$ cat src/rtl/rgbw_pkg.sv
// rtl/rgbw_pkg.sv - shared constants, per-channel direction type and perceptual curve for the RGBW slew limiter
package rgbw_pkg;

  localparam int DUTY_W = 8;
  localparam int NUM_CH = 4;

  localparam int CH_R = 0;
  localparam int CH_G = 1;
  localparam int CH_B = 2;
  localparam int CH_W = 3;

  typedef enum logic [1:0] {
    DIR_HOLD = 2'd0,
    DIR_UP   = 2'd1,
    DIR_DOWN = 2'd2
  } dir_e;

  // (d*(d+1)) >> DUTY_W keeps full scale at full scale (255 -> 255) and halves mid-scale.
  function automatic logic [DUTY_W-1:0] gamma(input logic [DUTY_W-1:0] d);
    logic [2*DUTY_W-1:0] wide;
    logic [2*DUTY_W-1:0] prod;
    wide = {{DUTY_W{1'b0}}, d};
    prod = wide * (wide + {{(2*DUTY_W-1){1'b0}}, 1'b1});
    return prod[2*DUTY_W-1:DUTY_W];
  endfunction

endpackage

$ cat src/rtl/rgbw_slew_ch.sv
// rtl/rgbw_slew_ch.sv - one slewed duty channel: register, compare and +/-1 step toward target
module rgbw_slew_ch #(
  parameter int DUTY_W = 8
) (
  input  logic              clk,
  input  logic              reset,
  input  logic              snap,
  input  logic              tick,
  input  logic [DUTY_W-1:0] target,
  output logic [DUTY_W-1:0] duty,
  output logic              eq
);
  import rgbw_pkg::*;

  localparam logic [DUTY_W-1:0] ONE = {{(DUTY_W-1){1'b0}}, 1'b1};

  dir_e              dir;
  logic [DUTY_W-1:0] duty_next;

  always_comb begin
    dir = DIR_HOLD;
    if (duty < target) begin
      dir = DIR_UP;
    end else if (duty > target) begin
      dir = DIR_DOWN;
    end
  end

  // Snap overrides any pending step; a step can never pass the target since it only moves toward it.
  always_comb begin
    duty_next = duty;
    if (snap) begin
      duty_next = target;
    end else if (tick) begin
      case (dir)
        DIR_UP:   duty_next = duty + ONE;
        DIR_DOWN: duty_next = duty - ONE;
        default:  duty_next = duty;
      endcase
    end
  end

  assign eq = (duty_next == target);

  always_ff @(posedge clk or posedge reset) begin
    if (reset) begin
      duty <= '0;
    end else begin
      duty <= duty_next;
    end
  end

endmodule

$ cat src/rtl/rgbw_duty_slew.sv
// rtl/rgbw_duty_slew.sv - RGBW duty slew limiter top; RGBW_SLEW_GAMMA_EN adds a registered perceptual curve stage
module rgbw_duty_slew #(
  parameter int DUTY_W = rgbw_pkg::DUTY_W,
  parameter int DIV_W  = 16
) (
  input  logic              clk,
  input  logic              reset,
  input  logic              en,
  input  logic              snap,
  input  logic [DIV_W-1:0]  tick_div,
  input  logic [DUTY_W-1:0] target0,
  input  logic [DUTY_W-1:0] target1,
  input  logic [DUTY_W-1:0] target2,
  input  logic [DUTY_W-1:0] target3,
  output logic [DUTY_W-1:0] duty0,
  output logic [DUTY_W-1:0] duty1,
  output logic [DUTY_W-1:0] duty2,
  output logic [DUTY_W-1:0] duty3,
  output logic              settled
);
  import rgbw_pkg::*;

  localparam logic [DIV_W-1:0] CNT_ONE = {{(DIV_W-1){1'b0}}, 1'b1};

  logic [DIV_W-1:0]  cnt;
  logic              tick;
  logic [DUTY_W-1:0] target [NUM_CH];
  logic [DUTY_W-1:0] duty_q [NUM_CH];
  logic [NUM_CH-1:0] eq;
  logic              settled_raw;

  assign target[CH_R] = target0;
  assign target[CH_G] = target1;
  assign target[CH_B] = target2;
  assign target[CH_W] = target3;

  // >= rather than == so that lowering tick_div below cnt wraps on the very next edge.
  assign tick = en && (cnt >= tick_div);

  always_ff @(posedge clk or posedge reset) begin
    if (reset) begin
      cnt <= '0;
    end else if (snap) begin
      cnt <= '0;
    end else if (en) begin
      cnt <= tick ? '0 : (cnt + CNT_ONE);
    end
  end

  for (genvar i = 0; i < NUM_CH; i++) begin : g_ch
    rgbw_slew_ch #(
      .DUTY_W (DUTY_W)
    ) u_ch (
      .clk    (clk),
      .reset  (reset),
      .snap   (snap),
      .tick   (tick),
      .target (target[i]),
      .duty   (duty_q[i]),
      .eq     (eq[i])
    );
  end

  // Evaluated from next-state duties every cycle, independent of en.
  always_ff @(posedge clk or posedge reset) begin
    if (reset) begin
      settled_raw <= 1'b0;
    end else begin
      settled_raw <= &eq;
    end
  end

`ifdef RGBW_SLEW_GAMMA_EN
  logic [DUTY_W-1:0] curve_q [NUM_CH];
  logic              settled_q;

  always_ff @(posedge clk or posedge reset) begin
    if (reset) begin
      for (int i = 0; i < NUM_CH; i++) begin
        curve_q[i] <= '0;
      end
      settled_q <= 1'b0;
    end else begin
      for (int i = 0; i < NUM_CH; i++) begin
        curve_q[i] <= gamma(duty_q[i]);
      end
      settled_q <= settled_raw;
    end
  end

  assign duty0   = curve_q[CH_R];
  assign duty1   = curve_q[CH_G];
  assign duty2   = curve_q[CH_B];
  assign duty3   = curve_q[CH_W];
  assign settled = settled_q;
`else
  assign duty0   = duty_q[CH_R];
  assign duty1   = duty_q[CH_G];
  assign duty2   = duty_q[CH_B];
  assign duty3   = duty_q[CH_W];
  assign settled = settled_raw;
`endif

endmodule

$ cat config.mk
export PLATFORM = sky130hd
export DESIGN_NAME = rgbw_duty_slew
export DESIGN_NICKNAME = d
export VERILOG_FILES = /design/src/rtl/rgbw_pkg.sv /design/src/rtl/rgbw_slew_ch.sv /design/src/rtl/rgbw_duty_slew.sv
export SDC_FILE = /design/constraint.sdc
export NUM_CORES = 1
export LEC_CHECK = 0
export ABC_AREA = 1
export BUFFER_PORTS_ARGS = -buffer_cell sky130_fd_sc_hd__buf_4
export CORE_ASPECT_RATIO = 0.8
export CORE_UTILIZATION = 55
export CTS_BUF_LIST = sky130_fd_sc_hd__clkbuf_8
export DETAILED_ROUTE_END_ITERATION = 10
export PLACE_DENSITY = 0.8
export SLEW_MARGIN = 15
export SYNTH_ARGS = -nofsm -noshare
export SYNTH_HDL_FRONTEND = slang
export SYNTH_SLANG_ARGS = --single-unit
export TNS_END_PERCENT = 30
$ cat constraint.sdc
create_clock -name clk -period 3.2 [get_ports clk]
set_input_delay 0.16 -clock clk [delete_from_list [all_inputs] [get_ports clk]]
set_output_delay 0.16 -clock clk [all_outputs]
set_load 0.005 [all_outputs]
==> flow_summary.rst <==
.. list-table::
   :header-rows: 1

   * - Metric
     - Value
   * - Worst setup SP type
     - flop
   * - Worst Hold Path Cells
     - 2
   * - Cell with the most instances after synthesis
     - nand2_1
   * - Number of routed nets with antenna violations
     - 0
   * - Max-slew violation total from the final report
     - 0
   * - Die span in y
     - 96.6 um
   * - Design Area, Final
     - 7580 um2
   * - Setup TNS
     - 0 ns
   * - TritonCTS Sinks
     - 49
   * - Cell Area, Placed
     - 7210 um2
   * - Commonest cells post-synth
     - 279 x nand2_1, 160 x inv_1, 73 x ha_1
   * - Hpwl dp
     - 12300 um
   * - Initial antenna violation count
     - 0
   * - Initial Util
     - 56.5%
   * - Max-Slew Margin vs Limit
     - 62.5%
   * - Post-synthesis mux area share
     - 0%
   * - Area fraction in compound gates after synthesis
     - 11.1%
   * - Number of inserted diodes
     - 0
   * - Maximum number of pins on one net before global-route repair
     - 48
   * - Number of instances in the synthesized netlist
     - 965
   * - Horizontal extent of the die
     - 120 um
   * - Post-synth design cell area
     - 6150 um2
   * - Cell chosen for the clock root
     - clkbuf_8
   * - Biggest area contributors in the synthesized netlist
     - dfrtp_1 20%, nand2_1 17%, ha_1 15%
   * - Initial DRT Pass Iterations
     - 5
   * - Launch point of the worst reg-to-reg path
     - g_ch[2].u_ch.duty[3]$_DFF_PP0_
   * - Worst Hold Class
     - in2reg
   * - Synthesized-area fraction occupied by adder cells
     - 16.1%
   * - Synthesized-area fraction occupied by xor and xnor cells
     - 2.70%
   * - Beginning of the worst hold path
     - target0[0]
   * - Max Root-Sink Buffers
     - 2
   * - Gr ovfl total
     - 0
   * - Routed length per placed instance
     - 12.9 um
   * - Clock-pin slew on the worst setup and hold paths
     - 0.10 ns
   * - Worst setup slack for register-to-register paths
     - 0.04 ns
   * - Number of different library cells in the post-synthesis netlist
     - 41
   * - Gp weighted congestion
     - 0.919
   * - Crit-path max FO
     - 6
   * - Worst Hold Slack
     - 0.0662 ns
   * - Static leakage
     - 4.21 nW
   * - Post-layout util
     - 69.6%
   * - Capturing element type of the critical path
     - flop
   * - Main synth FF type
     - dfrtp_1
   * - Number of nets in the layout
     - 1215
   * - Max frequency
     - 317 MHz
   * - Insertion delay to the later sink of the worst-skew pair
     - 0.33 ns
   * - Critical path arrival
     - 3.42 ns
   * - Ports placed on the boundary
     - 85
   * - Final critical-path required period
     - 3.16 ns
   * - Clock tree from TritonCTS
     - yes
   * - Critical path start-end classification
     - reg2reg
   * - Flip-flop and latch count after synthesis
     - 49
   * - Unrepaired setup endpoints after global routing
     - yes
   * - Required arrival time at the worst endpoint
     - 3.46 ns
   * - Core Rows
     - 34
   * - Floorplan die area
     - 11600 um2
   * - Crit share post-route
     - 98.7%
   * - Hold Violations, Final
     - 0
   * - Hold path endpoint
     - g_ch[0].u_ch.duty[0]$_DFF_PP0_
   * - Slew @ Worst Pin
     - 0.562 ns
   * - Dominant combinational cell family by area after synthesis
     - simple AND/OR/NAND/NOR gates
   * - Mean cell area of the mapped netlist
     - 6.38 um2
   * - Total of max-cap violations
     - 0
   * - Setup Skew
     - 0.0141 ns
   * - Std-Cell Core Area
     - 10900 um2
   * - Worst r2r dst
     - settled$_DFF_PP0_
   * - Layout cell share with drive strength beyond 1
     - 20.4%
   * - EDFF count, synth
     - 0
   * - Asr flop ratio synth
     - 100%
   * - Number of H-tree levels
     - 2
   * - Area growth from synthesis to layout
     - 23.2%
   * - Count of synthesis-stage warnings from yosys
     - 0
   * - Global-route wire length before repair
     - 26300 um
   * - Total via count in the routed design
     - 6540
   * - Result of the run
     - completed
   * - Final setup violation count
     - 0
   * - Number of design rule violations left after detail routing
     - 0
   * - Largest area contributor in the synthesized netlist
     - dfrtp_1
   * - Wire length after detailed routing
     - 15900 um
   * - Number of input and output port buffers inserted
     - 84
   * - Total power divided by cell area
     - 367 nW/um2
   * - Via count of the first global-routing pass
     - 5735
   * - Peak supply drop
     - 212 uV
   * - Power, Total
     - 2.78 mW
   * - Number of DRC violations after detailed-routing iteration 0
     - 435
   * - All-layer global routing usage
     - 27.5%
   * - Nets in the synthesized netlist
     - 1094
   * - CTS Buf Count
     - 5
   * - Register-to-Register Path Depth
     - 23
   * - Top-area cell type share of the netlist area
     - 19.9%
   * - Simple-gate share of the synthesized area
     - 38.1%
   * - Post-synthesis sequential area ratio
     - 19.9%
   * - Via density per instance
     - 5.31
[power by group]
group	switching (mW)	internal (mW)	total, mW	leakage [nW]
sequential	0.0366	0.670	0.706	0.590
clock	0.243	0.154	0.397	0.0497
combinational	0.947	0.735	1.68	3.58
[cell families after synthesis]
group	Yosys count
simple gates	512
buf+inv	186
compound gates	122
fa+ha+maj	77
flops	49
xor+xnor	19
[flip-flops by register name (all words and copies together), names as in the netlist]
register,cells
settled,1
g_ch.u_ch.duty,32
cnt,16
[metrics by stage]
stage / instances / setup WS, ns
2_1_floorplan: 965 / 0.144
3_3_place_gp: 1218 / 0.0452
3_5_place_dp: 1218 / -0.0764
4_1_cts: 1227 / 0.000725
5_1_grt: 1231 / -0.229
6_report: 1231 / 0.0422
[cell type report]
| type | instances | area [um2] |
|---|---|---|
| inverter | 162 | 619 |
| sequential | 49 | 1230 |
| timing repair buffer | 138 | 1050 |
| tap | 144 | 180 |
| fill | 942 | 3310 |
| clock inverter | 3 | 17.5 |
| clock buffer | 5 | 68.8 |
| multi-input combinational | 730 | 4420 |
[critical path, stage by stage, from the launching register on]
cell and delay (ns):
dfrtp_1 0.44, ha_4 0.29, nand2_1 0.06, inv_2 0.08
nand3_4 0.09, o31ai_4 0.30, inv_4 0.11, buf_4 0.15
fa_2 0.37, nand4_1 0.13, nand3_1 0.09, nand2_1 0.07
nand2_1 0.05, nand2_1 0.06, nand2_1 0.05, nand2_1 0.07
nand2_1 0.08, nand3_1 0.07, nand2_1 0.06, nor2_2 0.12
nand2_1 0.08, nor2_1 0.12, nand3_1 0.07, nor2_1 0.10
[how the worst max path moves through the flow]
stage	slack, ns	startpoint	endpoint
2_1_floorplan	0.14	g_ch[2].u_ch.duty[7]$_DFF_PP0_	settled$_DFF_PP0_
3_3_place_gp	0.05	g_ch[2].u_ch.duty[3]$_DFF_PP0_	settled$_DFF_PP0_
3_5_place_dp	-0.08	g_ch[2].u_ch.duty[3]$_DFF_PP0_	settled$_DFF_PP0_
4_1_cts	0.0007	g_ch[1].u_ch.duty[7]$_DFF_PP0_	settled$_DFF_PP0_
5_1_grt	-0.23	g_ch[2].u_ch.duty[3]$_DFF_PP0_	settled$_DFF_PP0_
6_report	0.04	g_ch[2].u_ch.duty[3]$_DFF_PP0_	settled$_DFF_PP0_
[layer usage]
layer,global-route usage [%],routed length [um]
met5,0,0
met4,5.79,173
met3,3.71,852
met2,42.7,7060
met1,40.5,7850
[cell usage in the layout, fill, tap and decap left out, drive strengths merged]
master       netlist  final
o22ai              7      7
nor2              66     66
clkbuf             9      5
nor3               4      4
or2                3      3
and2               1      1
nand2            302    302
o21bai             3      3
a31oi              3      3
clkinv             0      2
a21oi             67     67
nor4               2      2
o21ai             29     29
ha                73     73
o32ai              4      4
xnor2              9      9
buf               15    137
nand2b             1      1
dlygate4sd3        0      1
xor2              10     10
nand4             56     56
o21a               4      4
o31ai              2      2
o211ai             1      1
inv              162    163
fa                 4      4
dfrtp             49     49
a21o               2      2
nand3             77     77
[timing repair]
item / 4_1_cts / 5_1_grt
endpoints found under the setup margin: 1 / 5
resized for setup: 2 / 48
hold buffers: 1 / 0
pin swaps: 0 / 17
hold endpoints to repair: 20 / 0
buffers inserted: 0 / 4
(Power assumes the default switching activity.)
